===== src/rtl/clock_pkg.sv =====
// Shared encodings and limits for the board clock core and its field counters.
package clock_pkg;

  localparam int unsigned SEC_W = 6;
  localparam int unsigned HR_W  = 5;
  localparam int unsigned CUR_W = 3;

  localparam int unsigned SEC_MAX = 59;
  localparam int unsigned MIN_MAX = 59;
  localparam int unsigned HR_MAX  = 23;

  localparam logic [CUR_W-1:0] FLD_SEC     = 3'd0;
  localparam logic [CUR_W-1:0] FLD_MIN     = 3'd1;
  localparam logic [CUR_W-1:0] FLD_HR      = 3'd2;
  localparam logic [CUR_W-1:0] FLD_ALM_MIN = 3'd3;
  localparam logic [CUR_W-1:0] FLD_ALM_HR  = 3'd4;

  typedef enum logic {
    ST_RUN = 1'b0,
    ST_SET = 1'b1
  } state_t;

endpackage


===== src/rtl/clock_core_gen2_if.sv =====
// Button/tick inputs and display outputs of the clock core; alarm signals exist only with CLOCK_ALARM_EN.
interface clock_core_gen2_if;
  import clock_pkg::*;

  logic             i_ms_pulse;
  logic             i_set;
  logic             i_up;
  logic             i_down;
  logic             i_left;
  logic             i_right;
  logic             i_summertime;
  logic             i_mode_12h;
  logic [SEC_W-1:0] o_sec;
  logic [SEC_W-1:0] o_min;
  logic [HR_W-1:0]  o_hr;
  logic             o_pm;
  logic             o_set_active;
  logic [CUR_W-1:0] o_cursor;
  logic             o_sec_pulse;
`ifdef CLOCK_ALARM_EN
  logic [SEC_W-1:0] o_alm_min;
  logic [HR_W-1:0]  o_alm_hr;
  logic             o_alarm;

  modport master (
    output i_ms_pulse, i_set, i_up, i_down, i_left, i_right, i_summertime, i_mode_12h,
    input  o_sec, o_min, o_hr, o_pm, o_set_active, o_cursor, o_sec_pulse,
           o_alm_min, o_alm_hr, o_alarm
  );
  modport slave (
    input  i_ms_pulse, i_set, i_up, i_down, i_left, i_right, i_summertime, i_mode_12h,
    output o_sec, o_min, o_hr, o_pm, o_set_active, o_cursor, o_sec_pulse,
           o_alm_min, o_alm_hr, o_alarm
  );
`else
  modport master (
    output i_ms_pulse, i_set, i_up, i_down, i_left, i_right, i_summertime, i_mode_12h,
    input  o_sec, o_min, o_hr, o_pm, o_set_active, o_cursor, o_sec_pulse
  );
  modport slave (
    input  i_ms_pulse, i_set, i_up, i_down, i_left, i_right, i_summertime, i_mode_12h,
    output o_sec, o_min, o_hr, o_pm, o_set_active, o_cursor, o_sec_pulse
  );
`endif

endinterface


===== src/rtl/clock_field_ctr.sv =====
// Modulo-(MAX+1) up/down counter for one time field; carry_c flags an increment wrapping MAX->0.
module clock_field_ctr #(
  parameter int unsigned MAX     = 59,
  parameter int unsigned W       = 6,
  parameter int unsigned RST_VAL = 0
) (
  input  logic         i_clk,
  input  logic         i_rstn,
  input  logic         inc,
  input  logic         dec,
  input  logic         load,
  input  logic [W-1:0] load_val,
  output logic [W-1:0] val,
  output logic         carry_c
);

  logic at_max;
  assign at_max  = (val == W'(MAX));
  assign carry_c = inc && !dec && !load && at_max;

  // Opposing inc/dec in the same cycle cancel out.
  always_ff @(posedge i_clk or negedge i_rstn) begin
    if (!i_rstn) begin
      val <= W'(RST_VAL);
    end else if (load) begin
      val <= load_val;
    end else if (inc && !dec) begin
      val <= at_max ? '0 : val + W'(1);
    end else if (dec && !inc) begin
      val <= (val == '0) ? W'(MAX) : val - W'(1);
    end
  end

endmodule


===== src/rtl/clock_core_gen2.sv =====
// Board clock core: ms-tick prescaler, sec/min/hr chain, SET-mode field editing, 12/24 h display.
// Optional alarm registers and alarm flag are built when CLOCK_ALARM_EN is defined.
module clock_core_gen2
  import clock_pkg::*;
#(
  parameter  int unsigned TICKS_PER_SEC = 1000,
  localparam int unsigned TICK_W        = $clog2(TICKS_PER_SEC)
) (
  input logic              i_clk,
  input logic              i_rstn,
  clock_core_gen2_if.slave bus
);

`ifdef CLOCK_ALARM_EN
  localparam logic [CUR_W-1:0] FLD_LAST = FLD_ALM_HR;
`else
  localparam logic [CUR_W-1:0] FLD_LAST = FLD_HR;
`endif

  localparam int unsigned NEV = 5;

  logic [NEV-1:0] raw, in_q, in_d, ev;
  logic           set_q;
  logic           ms_ev, up_ev, dn_ev, left_ev, right_ev;

  state_t           state;
  logic [CUR_W-1:0] cursor;
  logic [TICK_W-1:0] presc;
  logic             sec_pulse, set_active;
  logic             run_en, edit_en, sec_tick, inc_sel, dec_sel;

  logic [SEC_W-1:0] sec, min;
  logic [HR_W-1:0]  hr;
  logic             sec_carry_c, min_carry_c, hr_carry_unused;

  assign raw = {bus.i_right, bus.i_left, bus.i_down, bus.i_up, bus.i_ms_pulse};

  // One register stage per input, plus history for rising-edge detection.
  always_ff @(posedge i_clk or negedge i_rstn) begin
    if (!i_rstn) begin
      in_q  <= '0;
      in_d  <= '0;
      set_q <= 1'b0;
    end else begin
      in_q  <= raw;
      in_d  <= in_q;
      set_q <= bus.i_set;
    end
  end

  assign ev       = in_q & ~in_d;
  assign ms_ev    = ev[0];
  assign up_ev    = ev[1];
  assign dn_ev    = ev[2];
  assign left_ev  = ev[3];
  assign right_ev = ev[4];

  // Transition cycles (set_q disagreeing with state) neither count nor edit.
  assign run_en   = (state == ST_RUN) && !set_q;
  assign edit_en  = (state == ST_SET) && set_q;
  assign sec_tick = run_en && ms_ev && (presc == TICK_W'(TICKS_PER_SEC - 1));
  assign inc_sel  = edit_en && up_ev && !dn_ev;
  assign dec_sel  = edit_en && dn_ev && !up_ev;

  always_ff @(posedge i_clk or negedge i_rstn) begin
    if (!i_rstn) begin
      state      <= ST_RUN;
      cursor     <= FLD_MIN;
      presc      <= '0;
      sec_pulse  <= 1'b0;
      set_active <= 1'b0;
    end else begin
      sec_pulse <= sec_tick;
      case (state)
        ST_RUN: begin
          if (set_q) begin
            state      <= ST_SET;
            set_active <= 1'b1;
            presc      <= '0;
            cursor     <= FLD_MIN;
          end else if (ms_ev) begin
            presc <= sec_tick ? '0 : presc + TICK_W'(1);
          end
        end
        ST_SET: begin
          if (!set_q) begin
            state      <= ST_RUN;
            set_active <= 1'b0;
            presc      <= '0;
          end else if (left_ev && !right_ev) begin
            cursor <= (cursor == FLD_LAST) ? FLD_SEC : cursor + CUR_W'(1);
          end else if (right_ev && !left_ev) begin
            cursor <= (cursor == FLD_SEC) ? FLD_LAST : cursor - CUR_W'(1);
          end
        end
        default: state <= ST_RUN;
      endcase
    end
  end

  clock_field_ctr #(.MAX(SEC_MAX), .W(SEC_W), .RST_VAL(0)) u_sec (
    .i_clk   (i_clk),
    .i_rstn  (i_rstn),
    .inc     (sec_tick || (inc_sel && cursor == FLD_SEC)),
    .dec     (dec_sel && cursor == FLD_SEC),
    .load    (1'b0),
    .load_val('0),
    .val     (sec),
    .carry_c (sec_carry_c)
  );

  clock_field_ctr #(.MAX(MIN_MAX), .W(SEC_W), .RST_VAL(0)) u_min (
    .i_clk   (i_clk),
    .i_rstn  (i_rstn),
    .inc     ((run_en && sec_carry_c) || (inc_sel && cursor == FLD_MIN)),
    .dec     (dec_sel && cursor == FLD_MIN),
    .load    (1'b0),
    .load_val('0),
    .val     (min),
    .carry_c (min_carry_c)
  );

  clock_field_ctr #(.MAX(HR_MAX), .W(HR_W), .RST_VAL(0)) u_hr (
    .i_clk   (i_clk),
    .i_rstn  (i_rstn),
    .inc     ((run_en && min_carry_c) || (inc_sel && cursor == FLD_HR)),
    .dec     (dec_sel && cursor == FLD_HR),
    .load    (1'b0),
    .load_val('0),
    .val     (hr),
    .carry_c (hr_carry_unused)
  );

  // Displayed hour applies the summertime offset, then optional 12 h folding.
  logic [HR_W-1:0] dh_sum, dh, hr12;
  assign dh_sum = hr + HR_W'(bus.i_summertime);
  assign dh     = (dh_sum > HR_W'(HR_MAX)) ? dh_sum - HR_W'(HR_MAX + 1) : dh_sum;
  assign hr12   = (dh == '0) ? HR_W'(12) : (dh > HR_W'(12)) ? dh - HR_W'(12) : dh;

  assign bus.o_sec        = sec;
  assign bus.o_min        = min;
  assign bus.o_hr         = bus.i_mode_12h ? hr12 : dh;
  assign bus.o_pm         = bus.i_mode_12h && (dh >= HR_W'(12));
  assign bus.o_set_active = set_active;
  assign bus.o_cursor     = cursor;
  assign bus.o_sec_pulse  = sec_pulse;

`ifdef CLOCK_ALARM_EN
  logic [SEC_W-1:0] alm_min, alarm_secs;
  logic [HR_W-1:0]  alm_hr;
  logic             alarm, alm_min_carry_unused, alm_hr_carry_unused;

  clock_field_ctr #(.MAX(MIN_MAX), .W(SEC_W), .RST_VAL(0)) u_alm_min (
    .i_clk   (i_clk),
    .i_rstn  (i_rstn),
    .inc     (inc_sel && cursor == FLD_ALM_MIN),
    .dec     (dec_sel && cursor == FLD_ALM_MIN),
    .load    (1'b0),
    .load_val('0),
    .val     (alm_min),
    .carry_c (alm_min_carry_unused)
  );

  clock_field_ctr #(.MAX(HR_MAX), .W(HR_W), .RST_VAL(7)) u_alm_hr (
    .i_clk   (i_clk),
    .i_rstn  (i_rstn),
    .inc     (inc_sel && cursor == FLD_ALM_HR),
    .dec     (dec_sel && cursor == FLD_ALM_HR),
    .load    (1'b0),
    .load_val('0),
    .val     (alm_hr),
    .carry_c (alm_hr_carry_unused)
  );

  // Match is checked the cycle after seconds advance, when the new time is visible.
  always_ff @(posedge i_clk or negedge i_rstn) begin
    if (!i_rstn) begin
      alarm      <= 1'b0;
      alarm_secs <= '0;
    end else if ((|ev[4:1]) || (state == ST_RUN && set_q)) begin
      alarm <= 1'b0;
    end else if (sec_pulse && run_en && sec == '0 && min == alm_min && dh == alm_hr) begin
      alarm      <= 1'b1;
      alarm_secs <= '0;
    end else if (alarm && sec_tick) begin
      if (alarm_secs == SEC_W'(SEC_MAX)) alarm <= 1'b0;
      else                               alarm_secs <= alarm_secs + SEC_W'(1);
    end
  end

  assign bus.o_alm_min = alm_min;
  assign bus.o_alm_hr  = alm_hr;
  assign bus.o_alarm   = alarm;
`endif

endmodule


===== src/flat_wrapper.sv =====
// flat-port wrapper written by rule: the top's interface ports become plain ports
module clock_core_gen2_flat import clock_pkg::*;
#(
  parameter  int unsigned TICKS_PER_SEC = 1000,
  localparam int unsigned TICK_W        = $clog2(TICKS_PER_SEC)
)
  (i_clk, i_rstn, bus_i_ms_pulse, bus_i_set, bus_i_up, bus_i_down, bus_i_left, bus_i_right, bus_i_summertime, bus_i_mode_12h, bus_o_sec, bus_o_min, bus_o_hr, bus_o_pm, bus_o_set_active, bus_o_cursor, bus_o_sec_pulse);
  clock_core_gen2_if bus_i ();
  input logic i_clk;
  input logic i_rstn;
  input wire logic [$bits(bus_i.i_ms_pulse)-1:0] bus_i_ms_pulse;
  input wire logic [$bits(bus_i.i_set)-1:0] bus_i_set;
  input wire logic [$bits(bus_i.i_up)-1:0] bus_i_up;
  input wire logic [$bits(bus_i.i_down)-1:0] bus_i_down;
  input wire logic [$bits(bus_i.i_left)-1:0] bus_i_left;
  input wire logic [$bits(bus_i.i_right)-1:0] bus_i_right;
  input wire logic [$bits(bus_i.i_summertime)-1:0] bus_i_summertime;
  input wire logic [$bits(bus_i.i_mode_12h)-1:0] bus_i_mode_12h;
  output wire logic [$bits(bus_i.o_sec)-1:0] bus_o_sec;
  output wire logic [$bits(bus_i.o_min)-1:0] bus_o_min;
  output wire logic [$bits(bus_i.o_hr)-1:0] bus_o_hr;
  output wire logic [$bits(bus_i.o_pm)-1:0] bus_o_pm;
  output wire logic [$bits(bus_i.o_set_active)-1:0] bus_o_set_active;
  output wire logic [$bits(bus_i.o_cursor)-1:0] bus_o_cursor;
  output wire logic [$bits(bus_i.o_sec_pulse)-1:0] bus_o_sec_pulse;
  assign bus_i.i_ms_pulse = bus_i_ms_pulse;
  assign bus_i.i_set = bus_i_set;
  assign bus_i.i_up = bus_i_up;
  assign bus_i.i_down = bus_i_down;
  assign bus_i.i_left = bus_i_left;
  assign bus_i.i_right = bus_i_right;
  assign bus_i.i_summertime = bus_i_summertime;
  assign bus_i.i_mode_12h = bus_i_mode_12h;
  assign bus_o_sec = bus_i.o_sec;
  assign bus_o_min = bus_i.o_min;
  assign bus_o_hr = bus_i.o_hr;
  assign bus_o_pm = bus_i.o_pm;
  assign bus_o_set_active = bus_i.o_set_active;
  assign bus_o_cursor = bus_i.o_cursor;
  assign bus_o_sec_pulse = bus_i.o_sec_pulse;
  clock_core_gen2 #(.TICKS_PER_SEC(TICKS_PER_SEC)) u_core (.i_clk(i_clk), .i_rstn(i_rstn), .bus(bus_i));
endmodule

===== config.mk =====
export PLATFORM = sky130hd
export DESIGN_NAME = clock_core_gen2_flat
export DESIGN_NICKNAME = d
export VERILOG_FILES = /design/src/rtl/clock_pkg.sv /design/src/rtl/clock_core_gen2_if.sv /design/src/rtl/clock_field_ctr.sv /design/src/rtl/clock_core_gen2.sv /design/src/flat_wrapper.sv
export SDC_FILE = /design/constraint.sdc
export NUM_CORES = 1
export LEC_CHECK = 0
export BUFFER_PORTS_ARGS = -buffer_cell sky130_fd_sc_hd__buf_2
export CAP_MARGIN = 5
export CORE_AREA = 2 2 65 129
export DETAILED_ROUTE_END_ITERATION = 10
export DIE_AREA = 0 0 67 131
export PLACE_DENSITY = 0.65
export SKIP_LAST_GASP = 1
export SYNTH_ARGS = -nofsm -noshare
export SYNTH_HDL_FRONTEND = slang
export SYNTH_HIERARCHICAL = 1
export SYNTH_SLANG_ARGS = --single-unit

===== constraint.sdc =====
create_clock -name i_clk -period 5.3 [get_ports i_clk]
set_input_delay 0.53 -clock i_clk [delete_from_list [all_inputs] [get_ports i_clk]]
set_output_delay 0.53 -clock i_clk [all_outputs]
set_load 0.05 [all_outputs]

==> results.md, run 1 <==
- Status: finished, final reports clean
- Detailed Place HPWL: 4920 um
- Vias post-DR: 2844
- I/O Buffers: 32
- Final setup fails: 0
- Post-Route Utilization: 0.499
- Worst-path clk slew: 60 ps
- Area Overhead vs Synth: 13.2%
- Post-synthesis instance area: 3450 sq um
- Die Y: 131 um
- Worst path cell trace: inv_1 > ha_1 > nand4_2 > or3_4 > nor3_2 > a31o_1 > ha_1 > buf_4 > nand3_1 > nor2_1 > a32o_1 > ha_1 > buf_4 > nand3_1 > nor2_1 > a22o_1 > ha_1 > nand2_2 > or4_1 > a21oi_1 > a211o_1
- Setup TNS Final: 0 ps
- Min cycle time layout: 4410 ps
- Largest net degree at the start of global routing: 45
- Site Rows: 46
- RSZ-0062 raised after global routing: false
- CTS tree: yes
- CP Class: flop to flop
- First-pass GRT wire length: 12100 um
- Finished layout cell area: 3900 sq um
- Overflow after GRT: 0
- I/O pin cnt: 33
- Most common cell on crit path: ha_1
- Ys Warns: 6
- Post-place setup slack: 901 ps
- Worst Hold Class: input port to flop
- Critical path arrival: 4640 ps
- Vias per cell: 5.42
- CP max stage cell: dfrtp_1
- Gr usage total: 0.173
- Clock tree buffer depth: 2
- Hold EP: u_core/in_q[0]
- Antenna diodes: 0
- Most common cell after layout, fill and taps aside: dfrtp_1
- DIE AREA: 8780 sq um
- Setup crit end kind: flop
- Dpl cell area: 3730 sq um
- Layout cells sized above 1: 0.175
- Min-delay src: bus_i_ms_pulse
- Most frequent cells in the layout: 43 x dfrtp_1, 32 x buf_2, 31 x nand2_1
- Core area: 7830 sq um
- Clock buffer count from CTS: 5
- Clk root buf: clkbuf_16
- Pre-antenna DRT Iters: 4
- Post-cts gate resize count: 0
- Highest clock rate: 0.227 GHz
- WL/cell: 13.3 um
- Pleak: 1.78 nW
- Clk sinks: 44
- Initial drt markers: 221
- Reg-to-Reg Start: u_core/state
- CP Max Fanout: 16
- Mapped Avg Cell Area: 8.94 sq um
- Setup Skew: 3.77 ps
- Period utilisation layout: 0.831
- Slowest cell delay on critical path: 490 ps
- Placer Congestion: 0.882
- Setup ws final: 894 ps
- Fin. max-slew vios: 0
- Total power draw: 1.12 mW
- Power Density: 288 nW/um^2
- Final Hold Fails: 0
- Hold-fix buffers, CTS: 0
- Maximum capacitance violations: 0
- Initial antenna violation count: 0
- Die X: 67 um
- Detailed Route WL: 6970 um
- Startpoint types: flop
- Reg2reg end: u_core/u_hr/val[4]
- R2R Setup Slk: 890 ps
- Final antenna-violating net count: 0
- Peak supply drop: 0.000197 V
- Reg2Reg Depth: 21
- Postcts setup bufs: 0
- # fillers: 789
- DRC viols: 0
- Mapped Cells: 386
- Initial Utilization: 0.441
- Clock Latency Late Sink: 290 ps
- Nets: 462
- Vias in the first global route: 2554
- WHS Path Cells: 1
- H-tree depth: 2
- Slew margin rel.: 0.348
- CP required: 5530 ps
- Slew @ Worst Pin: 978 ps
## report_power, final
group,switching [mW],internal [mW]
registers,0.0583,0.363
clock network,0.133,0.236
logic,0.215,0.118
total,0.406,0.718
## worst max-delay path by stage
| stage | endpoint | startpoint | cells after the start | slack (ps) |
|---|---|---|---|---|
| floorplan | u_core/u_hr/val[4] | u_core/state | 23 | 620 |
| global placement | u_core/u_hr/val[4] | u_core/state | 21 | 1060 |
| detailed placement | u_core/u_hr/val[4] | u_core/state | 21 | 900 |
| CTS | u_core/u_hr/val[4] | u_core/state | 21 | 860 |
| global route | u_core/u_hr/val[0] | u_core/state | 21 | 480 |
| finish | u_core/u_hr/val[4] | u_core/state | 21 | 890 |
## sequential cells by signal (all words and copies together), names as in the netlist
register,flops
u_core/presc,10
u_core/u_min/val,6
u_core/u_sec/val,6
u_core/in_d,5
u_core/in_q,5
u_core/u_hr/val,5
u_core/bus.o_cursor,3
u_core/bus.o_sec_pulse,1
u_core/bus.o_set_active,1
u_core/set_q,1
u_core/state,1
## per-layer routing
metal	share of wire	GRT usage	routed length (um)	vias up
met5	0	0	0	-
met4	0.012	0.0468	82	0
met3	0.028	0.0334	192	8
li1	-	-	-	1478
met1	0.50	0.246	3470	1317
met2	0.46	0.266	3220	41
## worst max-delay path, delay by kind of cell (launching register included)
kind,cells,cell delay (ps)
adder cells (fa/ha/maj),4,890
flip-flops,1,490
AO/OA/AOI/OAI,5,750
AND/OR/NAND/NOR,9,1710
buffers and inverters,3,520
## metrics by stage
step | hold slack, ps | std cells
2_1_floorplan | 234 | 411
3_3_place_gp | 351 | 517
3_5_place_dp | 364 | 517
4_1_cts | 337 | 525
5_1_grt | 335 | 525
6_report | 346 | 525
## final cells by class
| cell class | count | area (sq um) | share of cell area |
|---|---|---|---|
| clock buffer | 6 | 139 | 0.0356 |
| timing repair buffer | 34 | 175 | 0.0449 |
| clock inverter | 2 | 38.8 | 0.00994 |
| multi-input combinational | 313 | 2220 | 0.568 |
| tap | 96 | 120 | 0.0308 |
| sequential | 44 | 1100 | 0.282 |
| inverter | 30 | 113 | 0.0288 |
Note: power is estimated with default switching activity, not from simulation.
==> run 2, diff against run 1 <==
PLACE_DENSITY = 0.68   (was 0.65)
clock period = 3.6 ns   (was 5.3 ns; I/O delays follow)
==> results.md, run 2 (synthesis gave the netlist of run 1 again) <==
- Status: finished, final reports clean
- Core area: 7830 sq um
- Detailed Place HPWL: 5140 um
- Initial drt markers: 239
- RSZ-0062 raised after global routing: true
- Min cycle time layout: 3510 ps
- Slew @ Worst Pin: 1010 ps
- CP required: 3830 ps
- Setup crit end kind: flop
- CTS tree: yes
- Max FFs per register: 10
- Layout cells sized above 1: 0.236
- Largest Register: u_core/presc
- Met1 GRT Util: 0.228
- Peak supply drop: 0.000378 V
- GRT Max-Usage Layer: met2
- Vias post-DR: 2974
- Largest net degree at the start of global routing: 45
- I/O pin cnt: 33
- Final Hold Fails: 0
- Final setup fails: 0
- Slowest cell delay on critical path: 500 ps
- Clock tree buffer depth: 2
- Vias per cell: 5.55
- Grt met3 use: 0.0300
- CP max stage cell: or4_4
- CP Max Fanout: 6
- Fin. max-slew vios: 0
- Pre-antenna DRT Iters: 4
- Initial antenna violation count: 0
- Area Overhead vs Synth: 18.2%
- Pleak: 1.86 nW
- Worst-path clk slew: 60 ps
- Maximum capacitance violations: 0
- Hold-fix buffers, CTS: 0
- Nets: 473
- Post-Route Utilization: 0.521
- Setup TNS Final: 0 ps
- Site Rows: 46
- Clock Latency Late Sink: 290 ps
- Largest delay share family, worst path: simple AND/OR/NAND/NOR gates
- Clk root buf: clkbuf_16
- Antenna diodes: 0
- Setup Skew: 4.65 ps
- Period utilisation layout: 0.975
- Gr usage total: 0.172
- DIE AREA: 8780 sq um
- Power Density: 403 nW/um^2
- Placer Congestion: 0.904
- Worst path cell trace: inv_2 > ha_4 > nand4_4 > or3_4 > nor3_4 > a31o_1 > ha_2 > nand3_2 > nor2_2 > a32o_1 > ha_2 > nand3_2 > nor2_2 > a22o_1 > ha_4 > nand2_2 > or4_4 > a21oi_2 > a211o_1
- Worst Hold Class: input port to flop
- Most frequent cells in the layout: 40 x dfrtp_1, 32 x buf_2, 31 x nand2_1
- # fillers: 778
- Slew margin rel.: 0.330
- CP Class: flop to flop
- Highest clock rate: 0.285 GHz
- Final antenna-violating net count: 0
- I/O Buffers: 32
- Startpoint types: flop
- Die X: 67 um
- WL/cell: 13.7 um
- Met2 Resource Use GR: 0.281
- Detailed Route WL: 7360 um
- First-pass GRT wire length: 12000 um
- Clk sinks: 44
- Die Y: 131 um
- Vias in the first global route: 2651
- DRC viols: 0
- Initial Utilization: 0.441
- Overflow after GRT: 0
- Regs by FF count: u_core/presc (10), u_core/u_min/val (6), u_core/u_sec/val (6)
- H-tree depth: 2
- CP bufs+invs: 1
- Clock buffer count from CTS: 5
- Most common cell after layout, fill and taps aside: dfrtp_1
- Critical path arrival: 3740 ps
[run 2: layer usage]
metal,routed length [um],vias up
met5,0,-
met4,103,0
met3,310,8
met2,3670,69
met1,3280,1398
li1,-,1499
[run 2: what timing repair did]
item	in CTS	in global routing
setup buffers	0	7
endpoints found under the setup margin	0	4
gates resized for setup	0	7
[run 2: area by class of cell]
cell class | count | area, sq um | area share
multi-input combinational | 313 | 2310 | 0.566
sequential | 44 | 1110 | 0.272
clock inverter | 2 | 35.0 | 0.00859
tap | 96 | 120 | 0.0294
clock buffer | 6 | 129 | 0.0316
inverter | 30 | 113 | 0.0276
timing repair buffer | 45 | 263 | 0.0644
[run 2: power by group]
part | switching [mW] | internal, mW | leakage [nW]
logic | 0.328 | 0.183 | 1.24
clock network | 0.185 | 0.326 | 0.0808
registers | 0.0848 | 0.538 | 0.534
[run 2: worst register-to-register path: stages (launching register included)]
cell and delay [ps]:
dfrtp_2 400, inv_2 80, ha_4 150, nand4_4 100, or3_4 440, nor3_4 140
a31o_1 130, ha_2 180, nand3_2 60, nor2_2 80, a32o_1 130, ha_2 190
nand3_2 70, nor2_2 100, a22o_1 200, ha_4 190, nand2_2 70, or4_4 500
a21oi_2 140, a211o_1 100
[run 2: path summary, 6_finish.rpt]
path	startpoint	endpoint	slack, ps	cells after the start
setup / recovery	u_core/set_q	u_core/u_hr/val[4]	90	19
hold / removal	bus_i_ms_pulse	u_core/in_q[0]	170	1
setup reg to reg	u_core/set_q	u_core/u_hr/val[4]	90	19
hold reg to reg	u_core/in_q[4]	u_core/in_d[4]	370	0
max in group asynchronous	i_rstn	u_core/bus.o_cursor[1]	2660	1
min in group asynchronous	i_rstn	u_core/u_sec/val[4]	230	1
[run 2: stage by stage]
stage / cell area [sq um] / total power [mW] / std cells / setup slack, ps / hold WS (ps)
finish: 4080 / 1.64 / 536 / 88.8 / 174
global route: 4080 / 1.74 / 536 / -90.4 / 165
CTS: 3990 / 1.66 / 529 / 16.2 / 168
detailed placement: 3830 / 1.13 / 521 / 24.2 / 364
global placement: 3830 / 1.13 / 521 / 133 / 354
floorplan: 3670 / 1.02 / 411 / -346 / 64.4
